File: config.mk
export PLATFORM = sky130hd
export DESIGN_NAME = user_event_gen_flat
export DESIGN_NICKNAME = d
export VERILOG_FILES = /design/src/rtl/user_event_gen_if.sv /design/src/rtl/user_event_gen.sv /design/src/flat_wrapper.sv
export SDC_FILE = /design/constraint.sdc
export NUM_CORES = 1
export LEC_CHECK = 0
export CAP_MARGIN = 20
export CELL_PAD_IN_SITES_DETAIL_PLACEMENT = 0
export CELL_PAD_IN_SITES_GLOBAL_PLACEMENT = 2
export CORE_UTILIZATION = 38
export DETAILED_ROUTE_END_ITERATION = 8
export GPL_TIMING_DRIVEN = 0
export PLACE_DENSITY_LB_ADDON = 0.25
export SKIP_LAST_GASP = 1
export SYNTH_ARGS = -nofsm -noshare
export SYNTH_HDL_FRONTEND = slang
export SYNTH_SLANG_ARGS = --single-unit
File: constraint.sdc
create_clock -name clk_i -period 6.9 [get_ports clk_i]
set_input_delay 1.38 -clock clk_i [delete_from_list [all_inputs] [get_ports clk_i]]
set_output_delay 1.38 -clock clk_i [all_outputs]
set_load 0.01 [all_outputs]
File: src/rtl/user_event_gen_if.sv
// User-event handshake between the key event producer and the game FSM.
// The producer presents a show-ahead head code; the consumer pops it with a read request.
interface user_event_gen_if;
    logic [2:0] user_event;
    logic       user_event_ready;
    logic       user_event_rd_req;
    logic       overflow;

    modport master (
        output user_event,
        output user_event_ready,
        output overflow,
        input  user_event_rd_req
    );

    modport slave (
        input  user_event,
        input  user_event_ready,
        input  overflow,
        output user_event_rd_req
    );
endinterface

File: src/rtl/user_event_gen.sv
// Five-key user-event producer: sync, debounce, press/auto-repeat, priority arbiter, show-ahead FIFO.
// Optional macro USER_EVENT_DROP_ON_FULL_EN drops the arbiter winner on a full FIFO and sets overflow.
module user_event_gen #(
    parameter int unsigned DEBOUNCE_CYCLES = 250000,
    parameter int unsigned REPEAT_DELAY    = 12500000,
    parameter int unsigned REPEAT_PERIOD   = 5000000,
    parameter int unsigned FIFO_DEPTH      = 8
) (
    input  logic             clk_i,
    input  logic             rst_i,
    input  logic             key_left_i,
    input  logic             key_right_i,
    input  logic             key_down_i,
    input  logic             key_rotate_i,
    input  logic             key_new_game_i,
    user_event_gen_if.master ev_if
);

    localparam logic [2:0] EvLeft    = 3'd1;
    localparam logic [2:0] EvRight   = 3'd2;
    localparam logic [2:0] EvDown    = 3'd3;
    localparam logic [2:0] EvRotate  = 3'd4;
    localparam logic [2:0] EvNewGame = 3'd5;

    localparam int unsigned NumKeys  = 5;
    localparam int unsigned NumRep   = 3;
    localparam int unsigned KeyLeft  = 0;
    localparam int unsigned KeyRight = 1;
    localparam int unsigned KeyDown  = 2;
    localparam int unsigned KeyRot   = 3;
    localparam int unsigned KeyNew   = 4;

    localparam int unsigned DbW    = $clog2(DEBOUNCE_CYCLES + 1);
    localparam int unsigned RepMax = (REPEAT_DELAY > REPEAT_PERIOD) ? REPEAT_DELAY : REPEAT_PERIOD;
    localparam int unsigned RepW   = $clog2(RepMax + 1);
    localparam int unsigned AddrW  = $clog2(FIFO_DEPTH);
    localparam int unsigned PtrW   = AddrW + 1;

    logic [NumKeys-1:0] key_raw;
    logic [NumKeys-1:0] sync1_q, sync2_q;
    logic [NumKeys-1:0] deb_q, deb_d, rise, fall;
    logic [DbW-1:0]     db_cnt_q [NumKeys];
    logic [DbW-1:0]     db_cnt_d [NumKeys];

    logic [RepW-1:0]    rep_cnt_q [NumRep];
    logic [RepW-1:0]    rep_cnt_d [NumRep];
    logic [RepW-1:0]    rep_lim   [NumRep];
    logic [NumRep-1:0]  rep_first_q, rep_first_d, rep_hit;

    logic [NumKeys-1:0] pend_q, pend_d, set_ev, win, clr;
    logic [2:0]         win_code;

    logic [2:0]         mem_q [FIFO_DEPTH];
    logic [PtrW-1:0]    wptr_q, wptr_d, rptr_q, rptr_d, fill;
    logic               full, pop, push;
    logic [2:0]         head_d, event_q, event_d;
    logic               ready_q, ready_d;

    assign key_raw = {key_new_game_i, key_rotate_i, key_down_i, key_right_i, key_left_i};

    // A full count means the synced level differed for DEBOUNCE_CYCLES samples: accept it.
    always_comb begin
        for (int k = 0; k < NumKeys; k++) begin
            deb_d[k]    = deb_q[k];
            db_cnt_d[k] = db_cnt_q[k];
            if (db_cnt_q[k] == DbW'(DEBOUNCE_CYCLES)) begin
                deb_d[k]    = ~deb_q[k];
                db_cnt_d[k] = '0;
            end else if (sync2_q[k] != deb_q[k]) begin
                db_cnt_d[k] = db_cnt_q[k] + DbW'(1);
            end else begin
                db_cnt_d[k] = '0;
            end
        end
        rise = deb_d & ~deb_q;
        fall = ~deb_d & deb_q;
    end

    // Repeat counter holds cycles since the last press or repeat; no repeat on the release edge.
    always_comb begin
        for (int k = 0; k < NumRep; k++) begin
            rep_cnt_d[k]   = rep_cnt_q[k];
            rep_first_d[k] = rep_first_q[k];
            rep_hit[k]     = 1'b0;
            rep_lim[k]     = rep_first_q[k] ? RepW'(REPEAT_DELAY) : RepW'(REPEAT_PERIOD);
            if (rise[k]) begin
                rep_cnt_d[k]   = '0;
                rep_first_d[k] = 1'b1;
            end else if (!deb_q[k] || fall[k]) begin
                rep_cnt_d[k]   = '0;
            end else if ((rep_cnt_q[k] + RepW'(1)) == rep_lim[k]) begin
                rep_hit[k]     = 1'b1;
                rep_cnt_d[k]   = '0;
                rep_first_d[k] = 1'b0;
            end else begin
                rep_cnt_d[k]   = rep_cnt_q[k] + RepW'(1);
            end
        end
    end

    assign set_ev = rise | {2'b00, rep_hit};

    always_comb begin
        win      = '0;
        win_code = '0;
        if (pend_q[KeyNew]) begin
            win[KeyNew] = 1'b1;
            win_code    = EvNewGame;
        end else if (pend_q[KeyRot]) begin
            win[KeyRot] = 1'b1;
            win_code    = EvRotate;
        end else if (pend_q[KeyDown]) begin
            win[KeyDown] = 1'b1;
            win_code     = EvDown;
        end else if (pend_q[KeyLeft]) begin
            win[KeyLeft] = 1'b1;
            win_code     = EvLeft;
        end else if (pend_q[KeyRight]) begin
            win[KeyRight] = 1'b1;
            win_code      = EvRight;
        end
    end

    assign pop  = ev_if.user_event_rd_req & ready_q;
    assign fill = wptr_q - rptr_q;
    assign full = (fill == PtrW'(FIFO_DEPTH));

`ifdef USER_EVENT_DROP_ON_FULL_EN
    logic overflow_q, overflow_d;
`endif

    always_comb begin
        push = 1'b0;
        clr  = '0;
`ifdef USER_EVENT_DROP_ON_FULL_EN
        overflow_d = overflow_q;
`endif
        if (|win) begin
            if (!full || pop) begin
                push = 1'b1;
                clr  = win;
            end
`ifdef USER_EVENT_DROP_ON_FULL_EN
            else begin
                clr        = win;
                overflow_d = 1'b1;
            end
`endif
        end
        // A fresh press/repeat on the same edge as the winner's clear re-arms the flag.
        pend_d = (pend_q & ~clr) | set_ev;
        wptr_d = wptr_q + {{(PtrW-1){1'b0}}, push};
        rptr_d = rptr_q + {{(PtrW-1){1'b0}}, pop};
        head_d = mem_q[rptr_d[AddrW-1:0]];
        if (push && (wptr_q[AddrW-1:0] == rptr_d[AddrW-1:0])) begin
            head_d = win_code;
        end
        ready_d = (wptr_d != rptr_d);
        event_d = ready_d ? head_d : 3'd0;
    end

    always_ff @(posedge clk_i) begin
        if (push) begin
            mem_q[wptr_q[AddrW-1:0]] <= win_code;
        end
    end

    always_ff @(posedge clk_i or posedge rst_i) begin
        if (rst_i) begin
            sync1_q     <= '0;
            sync2_q     <= '0;
            deb_q       <= '0;
            pend_q      <= '0;
            rep_first_q <= '0;
            wptr_q      <= '0;
            rptr_q      <= '0;
            ready_q     <= 1'b0;
            event_q     <= 3'd0;
            for (int k = 0; k < NumKeys; k++) db_cnt_q[k] <= '0;
            for (int k = 0; k < NumRep; k++) rep_cnt_q[k] <= '0;
`ifdef USER_EVENT_DROP_ON_FULL_EN
            overflow_q  <= 1'b0;
`endif
        end else begin
            sync1_q     <= key_raw;
            sync2_q     <= sync1_q;
            deb_q       <= deb_d;
            pend_q      <= pend_d;
            rep_first_q <= rep_first_d;
            wptr_q      <= wptr_d;
            rptr_q      <= rptr_d;
            ready_q     <= ready_d;
            event_q     <= event_d;
            for (int k = 0; k < NumKeys; k++) db_cnt_q[k] <= db_cnt_d[k];
            for (int k = 0; k < NumRep; k++) rep_cnt_q[k] <= rep_cnt_d[k];
`ifdef USER_EVENT_DROP_ON_FULL_EN
            overflow_q  <= overflow_d;
`endif
        end
    end

    assign ev_if.user_event       = event_q;
    assign ev_if.user_event_ready = ready_q;
`ifdef USER_EVENT_DROP_ON_FULL_EN
    assign ev_if.overflow         = overflow_q;
`else
    assign ev_if.overflow         = 1'b0;
`endif

endmodule

File: src/flat_wrapper.sv
// flat-port wrapper written by rule: the top's interface ports become plain ports
module user_event_gen_flat 
#(
    parameter int unsigned DEBOUNCE_CYCLES = 250000,
    parameter int unsigned REPEAT_DELAY    = 12500000,
    parameter int unsigned REPEAT_PERIOD   = 5000000,
    parameter int unsigned FIFO_DEPTH      = 8
)
  (clk_i, rst_i, key_left_i, key_right_i, key_down_i, key_rotate_i, key_new_game_i, ev_if_user_event, ev_if_user_event_ready, ev_if_overflow, ev_if_user_event_rd_req);
  user_event_gen_if ev_if_i ();
  input  logic clk_i;
  input  logic rst_i;
  input  logic key_left_i;
  input  logic key_right_i;
  input  logic key_down_i;
  input  logic key_rotate_i;
  input  logic key_new_game_i;
  output wire logic [$bits(ev_if_i.user_event)-1:0] ev_if_user_event;
  output wire logic [$bits(ev_if_i.user_event_ready)-1:0] ev_if_user_event_ready;
  output wire logic [$bits(ev_if_i.overflow)-1:0] ev_if_overflow;
  input wire logic [$bits(ev_if_i.user_event_rd_req)-1:0] ev_if_user_event_rd_req;
  assign ev_if_user_event = ev_if_i.user_event;
  assign ev_if_user_event_ready = ev_if_i.user_event_ready;
  assign ev_if_overflow = ev_if_i.overflow;
  assign ev_if_i.user_event_rd_req = ev_if_user_event_rd_req;
  user_event_gen #(.DEBOUNCE_CYCLES(DEBOUNCE_CYCLES), .REPEAT_DELAY(REPEAT_DELAY), .REPEAT_PERIOD(REPEAT_PERIOD), .FIFO_DEPTH(FIFO_DEPTH)) u_core (.clk_i(clk_i), .rst_i(rst_i), .key_left_i(key_left_i), .key_right_i(key_right_i), .key_down_i(key_down_i), .key_rotate_i(key_rotate_i), .key_new_game_i(key_new_game_i), .ev_if(ev_if_i));
endmodule
==> results of run 1 <==
[worst max-delay path, cell delays in order, from the launching register on]
cell and delay (ps):
dfrtp_1 400, inv_1 70, ha_1 130, xor3_1 380
or4_1 470, a211oi_1 520, nor2_1 210, ha_1 250
ha_1 190, xor2_1 180, xnor2_1 180, nand3_1 90
nor3b_1 690, a211oi_1 150
[report_power, final]
part	switching [W]	internal, W	total, W
registers	0.0000247	0.00134	0.00137
clock network	0.000576	0.000865	0.00144
logic	0.000150	0.000120	0.000269
total	0.000750	0.00233	0.00308
[Yosys cell counts (4+ instances only)]
master / count / area, sq um
o21ai_0: 22 / 110
nand4b_1: 4 / 35.0
a211o_1: 4 / 35.0
or2_2: 5 / 31.3
o2111ai_1: 7 / 61.3
dfrtp_1: 197 / 4930
and4_1: 8 / 70.1
or4_1: 14 / 105
nor2b_1: 5 / 31.3
edfxtp_1: 24 / 721
mux4_2: 6 / 135
inv_1: 48 / 180
clkbuf_1: 28 / 105
nor3_1: 52 / 260
mux2i_1: 9 / 90.1
buf_1: 4 / 15.0
o211ai_1: 4 / 30.0
nand2b_1: 13 / 81.3
nor2_1: 166 / 623
xor2_1: 80 / 701
a21oi_1: 21 / 105
nand2_1: 73 / 274
a211oi_1: 11 / 82.6
nand3_1: 77 / 385
nor4_1: 32 / 200
nand4_1: 39 / 244
and2_1: 6 / 37.5
ha_1: 31 / 388
or3_1: 16 / 100
xnor2_1: 75 / 657
and3_1: 21 / 131
buf_2: 7 / 35.0
o21a_1: 5 / 37.5
nor3b_1: 16 / 120
[per-stage QoR]
stage / utilization, % / std cells
2_1_floorplan: - / 1191
3_3_place_gp: 41.1 / 1592
3_5_place_dp: 41.2 / 1593
4_1_cts: 44.2 / 1643
5_1_grt: 44.2 / 1643
6_report: 44.2 / 1643
[state kept, by name, summed over array words and instances, names as in the netlist]
name	count
u_core.rep_cnt_q	72
u_core.wptr_q	4
u_core.rep_first_q	3
u_core.pend_q	5
u_core.ev_if.user_event_ready	1
u_core.rptr_q	4
u_core.deb_q	5
u_core.ev_if.user_event	3
u_core.sync1_q	5
u_core.sync2_q	5
u_core.db_cnt_q	90
u_core.mem_q	24
[path summary, 6_finish.rpt]
check                                  startpoint  slack, ps  cells past startpoint                          to
worst min-delay path            u_core.sync1_q[2]        350                      0           u_core.sync2_q[2]
worst min register to register  u_core.sync1_q[2]        350                      0           u_core.sync2_q[2]
max in group asynchronous                   rst_i       4590                      3        u_core.rep_cnt_q[44]
min in group asynchronous                   rst_i       1310                      2           u_core.sync2_q[0]
worst max-delay path             u_core.rptr_q[2]       2820                     13  u_core.ev_if.user_event[1]
worst max register to register   u_core.rptr_q[2]       2820                     13  u_core.ev_if.user_event[1]
[layout make-up]
cell class,count,area (sq um),area share [%]
Buffer,45,206,1.56
Clock buffer,34,732,5.52
Clock inverter,16,173,1.30
Inverter,48,188,1.41
Multi-Input combinational cell,877,5700,42.9
Sequential cell,221,5650,42.6
Tap cell,390,488,3.68
Timing Repair Buffer,12,138,1.04
[routing by layer]
| metal | share of wire (%) | GRT usage [%] |
|---|---|---|
| met1 | 50 | 23.8 |
| met5 | 0 | 0 |
| met4 | 2.4 | 4.77 |
| met3 | 2.6 | 2.36 |
| met2 | 45 | 27.7 |
[logic make-up after synthesis]
group | after synthesis | share of synthesized area [%]
muxes | 16 | 2.02
adders and majority gates | 31 | 3.31
buffers and inverters | 93 | 3.29
other | 1 | 0.0320
and+or+nand+nor | 557 | 24.2
xor gates and xnor gates | 156 | 11.8
AOI/OAI and AO/OA | 116 | 7.27
DFF | 221 | 48.2
==> results.sh, run 1 <==
export IMPL_ys_flop_type="dfrtp_1"
export IMPL_ys_types=72
export IMPL_syn_avg_cell_area_sq_um=9.85
export IMPL_grt_antenna_before_repair=0
export IMPL_place_hpwl_mm=17.4
export IMPL_wl_per_cell_microns=15.7
export IMPL_h_tree_depth=1
export IMPL_grtUsageTotal_pct=17.1
export IMPL_ys_async_sr_fraction_pct=89.1
export IMPL_grt_setup_unrepaired="false"
export IMPL_yosysSeqAreaShare_pct=48.2
export IMPL_io_buffers=11
export IMPL_power_density_nw_per_um2=232
export IMPL_grt_max_degree=120
export IMPL_grt_pass1_wl_mm=44.2
export IMPL_crit_path_start_kind="register"
export IMPL_min_period_over_period_pct=59.1
export IMPL_tightestPinTransition_ps=984
export IMPL_layout_min_cycle_time_ps=4080
export IMPL_cts_root_buffer="clkbuf_16"
export IMPL_viasPerCell=5.24
export IMPL_power_w=0.00308
export IMPL_ant_nets=0
export IMPL_critical_path_class="reg2reg"
export IMPL_ys_ff_latch=221
export IMPL_cts_clk_slew_worst_paths_ps=60
export IMPL_fp_dieH_microns=178
export IMPL_setup_slack_ps=2820
export IMPL_post_cts_buffers=0
export IMPL_synth_nets=1230
export IMPL_hold_worst_slack_ps=349
export IMPL_synth_edf_count=24
export IMPL_final_setup_skew_ps=16.8
export IMPL_hold_buffers=0
export IMPL_yosys_warnings=0
export IMPL_hold_path_class="reg2reg"
export IMPL_diodes=0
export IMPL_fmax_mhz=245
export IMPL_num_nets_final=1271
export IMPL_post_cts_resized=0
export IMPL_cap_violations=0
export IMPL_setup_violations=0
export IMPL_route_detailed_drc=0
export IMPL_arrival_ps=4450
export IMPL_p_leak_nw=5.43
export IMPL_status="complete, no violations"
export IMPL_synthesis_area_sq_um=11700
export IMPL_slew_violations=0
export IMPL_grt_pass1_vias=8585
export IMPL_crit_path_end_kind="register"
export IMPL_area_delta_synth_final_pct=13.1
export IMPL_required_ps=7270
export IMPL_ioPinCount=13
export IMPL_synthCells=1191
export IMPL_clkLatencyLatePin_ps=540
export IMPL_slew_headroom_pct=33.9
export IMPL_num_fill_cells=2924
export IMPL_core_area_sq_um=30000
export IMPL_final_common_cell="dfrtp_1"
export IMPL_place_area_sq_um=12400
export IMPL_vias=8606
export IMPL_place_ws_ps=2290
export IMPL_cts_buffers=27
export IMPL_fin_area_sq_um=13300
export IMPL_dieArea_sq_um=31600
export IMPL_final_layout_size_suffix_gt1_share_pct=6.23
export IMPL_wl_mm=25.8
export IMPL_drtIter0Drc=451
export IMPL_die_w_microns=178
export IMPL_ir_worst_vdd_uv=191
export IMPL_layout_common_cells="dfrtp_1, nor2_1, xor2_1, nand3_1, xnor2_1"
export IMPL_tritoncts="yes"
export IMPL_cts_num_sinks=221
export IMPL_start_util_pct=39.1
export IMPL_setup_tns_ps=0
export IMPL_final_hold_viol_count=0
export IMPL_rows=63
export IMPL_drtPass1Iterations=4
export IMPL_clockBufferDepth=3
export IMPL_place_congestion=0.773
export IMPL_path_max_fanout=4
export IMPL_grt_overflow=0
(Power assumes the default switching activity.)
==> inputs of run 2 (changes only) <==
==> constraint.sdc (replaced) <==
create_clock -name clk_i -period 3.6 [get_ports clk_i]
set_input_delay 0.72 -clock clk_i [delete_from_list [all_inputs] [get_ports clk_i]]
set_output_delay 0.72 -clock clk_i [all_outputs]
set_load 0.01 [all_outputs]
==> run 2 against run 1 <==
Cell count up 0.49%. Clock power up 93%. Via count increased by 0.57%. Critical path type unchanged. Sequential share of layout area is 0.47 points lower.
==> results.sh, run 2 (synthesis results as in run 1) <==
export IMPL_status="complete, no violations"
export IMPL_place_hpwl_mm=17.9
export IMPL_required_ps=4000
export IMPL_final_layout_size_suffix_gt1_share_pct=7.30
export IMPL_grtUsageTotal_pct=17.1
export IMPL_diodes=0
export IMPL_crit_path_start_kind="register"
export IMPL_grt_overflow=0
export IMPL_place_congestion=0.787
export IMPL_die_w_microns=178
export IMPL_grt_antenna_before_repair=0
export IMPL_crit_path_end_kind="register"
export IMPL_num_nets_final=1279
export IMPL_viasPerCell=5.24
export IMPL_cap_violations=0
export IMPL_ioPinCount=13
export IMPL_path_max_fanout=4
export IMPL_hold_path_class="reg2reg"
export IMPL_tritoncts="yes"
export IMPL_place_ws_ps=-533
export IMPL_largest_register_ffs=90
export IMPL_min_period_over_period_pct=96.0
export IMPL_cts_root_buffer="clkbuf_16"
export IMPL_final_common_cell="dfrtp_1"
export IMPL_post_route_util_pct=44.7
export IMPL_cts_buffers=27
export IMPL_power_density_nw_per_um2=444
export IMPL_final_hold_viol_count=0
export IMPL_ir_worst_vdd_uv=320
export IMPL_setup_tns_ps=0
export IMPL_drtPass1Iterations=5
export IMPL_grt_pass1_wl_mm=44.1
export IMPL_hp_start="u_core.sync1_q[0]"
export IMPL_setup_slack_ps=145
export IMPL_clkLatencyLatePin_ps=540
export IMPL_combPwrFrac_pct=9.4
export IMPL_dp_cells=1597
export IMPL_start_util_pct=39.1
export IMPL_tightestPinTransition_ps=842
export IMPL_grt_pass1_vias=8502
export IMPL_area_delta_synth_final_pct=14.4
export IMPL_hold_buffers=0
export IMPL_hold_worst_slack_ps=348
export IMPL_grt_setup_unrepaired="true"
export IMPL_arrival_ps=3850
export IMPL_layout_common_cells="dfrtp_1, nor2_1, xor2_1, nand3_1, xnor2_1"
export IMPL_wl_mm=26.0
export IMPL_io_buffers=11
export IMPL_slew_violations=0
export IMPL_clockPowerShare_pct=46.6
export IMPL_seqPwrFrac_pct=43.9
export IMPL_vias=8655
export IMPL_critical_path_class="reg2reg"
export IMPL_ant_nets=0
export IMPL_cts_num_sinks=221
export IMPL_layout_min_cycle_time_ps=3450
export IMPL_crit_start="u_core.rptr_q[2]"
export IMPL_fp_dieH_microns=178
export IMPL_core_area_sq_um=30000
export IMPL_slew_headroom_pct=43.4
export IMPL_clockBufferDepth=3
export IMPL_h_tree_depth=1
export IMPL_dieArea_sq_um=31600
export IMPL_final_setup_skew_ps=16.7
export IMPL_internal_power_w=0.00451
export IMPL_fmax_mhz=289
export IMPL_p_leak_nw=5.48
export IMPL_stdcell_count=1651
export IMPL_setup_violations=0
export IMPL_max_flop_register="u_core.db_cnt_q"
export IMPL_r2r_start="u_core.rptr_q[2]"
export IMPL_rows=63
export IMPL_drtIter0Drc=589
export IMPL_route_detailed_drc=0
export IMPL_p_sw_w=0.00146
export IMPL_grt_max_degree=41
export IMPL_switching_share_pct=24.4
export IMPL_wl_per_cell_microns=15.7
export IMPL_cts_clk_slew_worst_paths_ps=60
run 2: cell count changes in the layout (fill, tap and decap cells not counted), sizes merged:
cell    delta
buf        +8
inv        -1
clkinv     +3
clkbuf     -3
bufinv     +1
run 2: metrics by stage:
step                      cell area [sq um]  power (W)
after floorplan                       11700    0.00304
after global placement                12300    0.00319
after detailed placement              12400    0.00321
after CTS                             13400    0.00606
after global routing                  13400    0.00625
final                                 13400    0.00597
run 2: final timing paths:
| check | cells after the start | slack [ps] | to |
|---|---|---|---|
| worst min register to register | 0 | 350 | u_core.sync2_q[0] |
| worst min-delay path | 0 | 350 | u_core.sync2_q[0] |
| max in group asynchronous | 4 | 2140 | u_core.rep_cnt_q[14] |
| worst max register to register | 13 | 150 | u_core.ev_if.user_event[1] |
| worst max-delay path | 13 | 150 | u_core.ev_if.user_event[1] |
| min in group asynchronous | 2 | 600 | u_core.rep_cnt_q[60] |
run 2: area by class of cell:
type                    count  area, sq um
flip-flops and latches    221         5650
repair buffers             20          240
fillers                  2881        16600
well taps                 390          488
multi-input cells         877         5750
plain buffers              45          206
inverters                  48          184
clock buffers              31          701
clock inverters            19          204
run 2: routing by layer:
layer  track usage [%]  up-vias  routed length [microns]
li1                  -     4311                        -
met1              23.8     4219                    12800
met2              28.3       95                    12000
met3              2.23       30                      652
met4              3.88        0                      508
met5                 0        -                        0
run 2: repair_timing:
action,CTS,global route
gates resized for setup,4,5
pin swaps,1,2
setup endpoints to repair,23,30
buffers inserted,3,1
run 2: critical path, cell delays in order, from the launching register on:
cell and delay [ps]:
dfrtp_1 400, inv_1 70, ha_1 140, xor3_1 410, or4_4 510, a211oi_4 280
nor2_1 140, ha_1 220, ha_1 210, xor2_2 190, xnor2_1 180, nand3_1 130
nor3b_4 330, a211oi_1 100
run 2: power by group through the flow:
stage          clock [W]  combinational [W]  sequential (W)
5_1_grt          0.00298           0.000635         0.00263
3_3_place_gp           0           0.000524         0.00267
2_1_floorplan          0           0.000385         0.00266
3_5_place_dp           0           0.000544         0.00267
4_1_cts          0.00287           0.000567         0.00262
6_report         0.00278           0.000562         0.00262
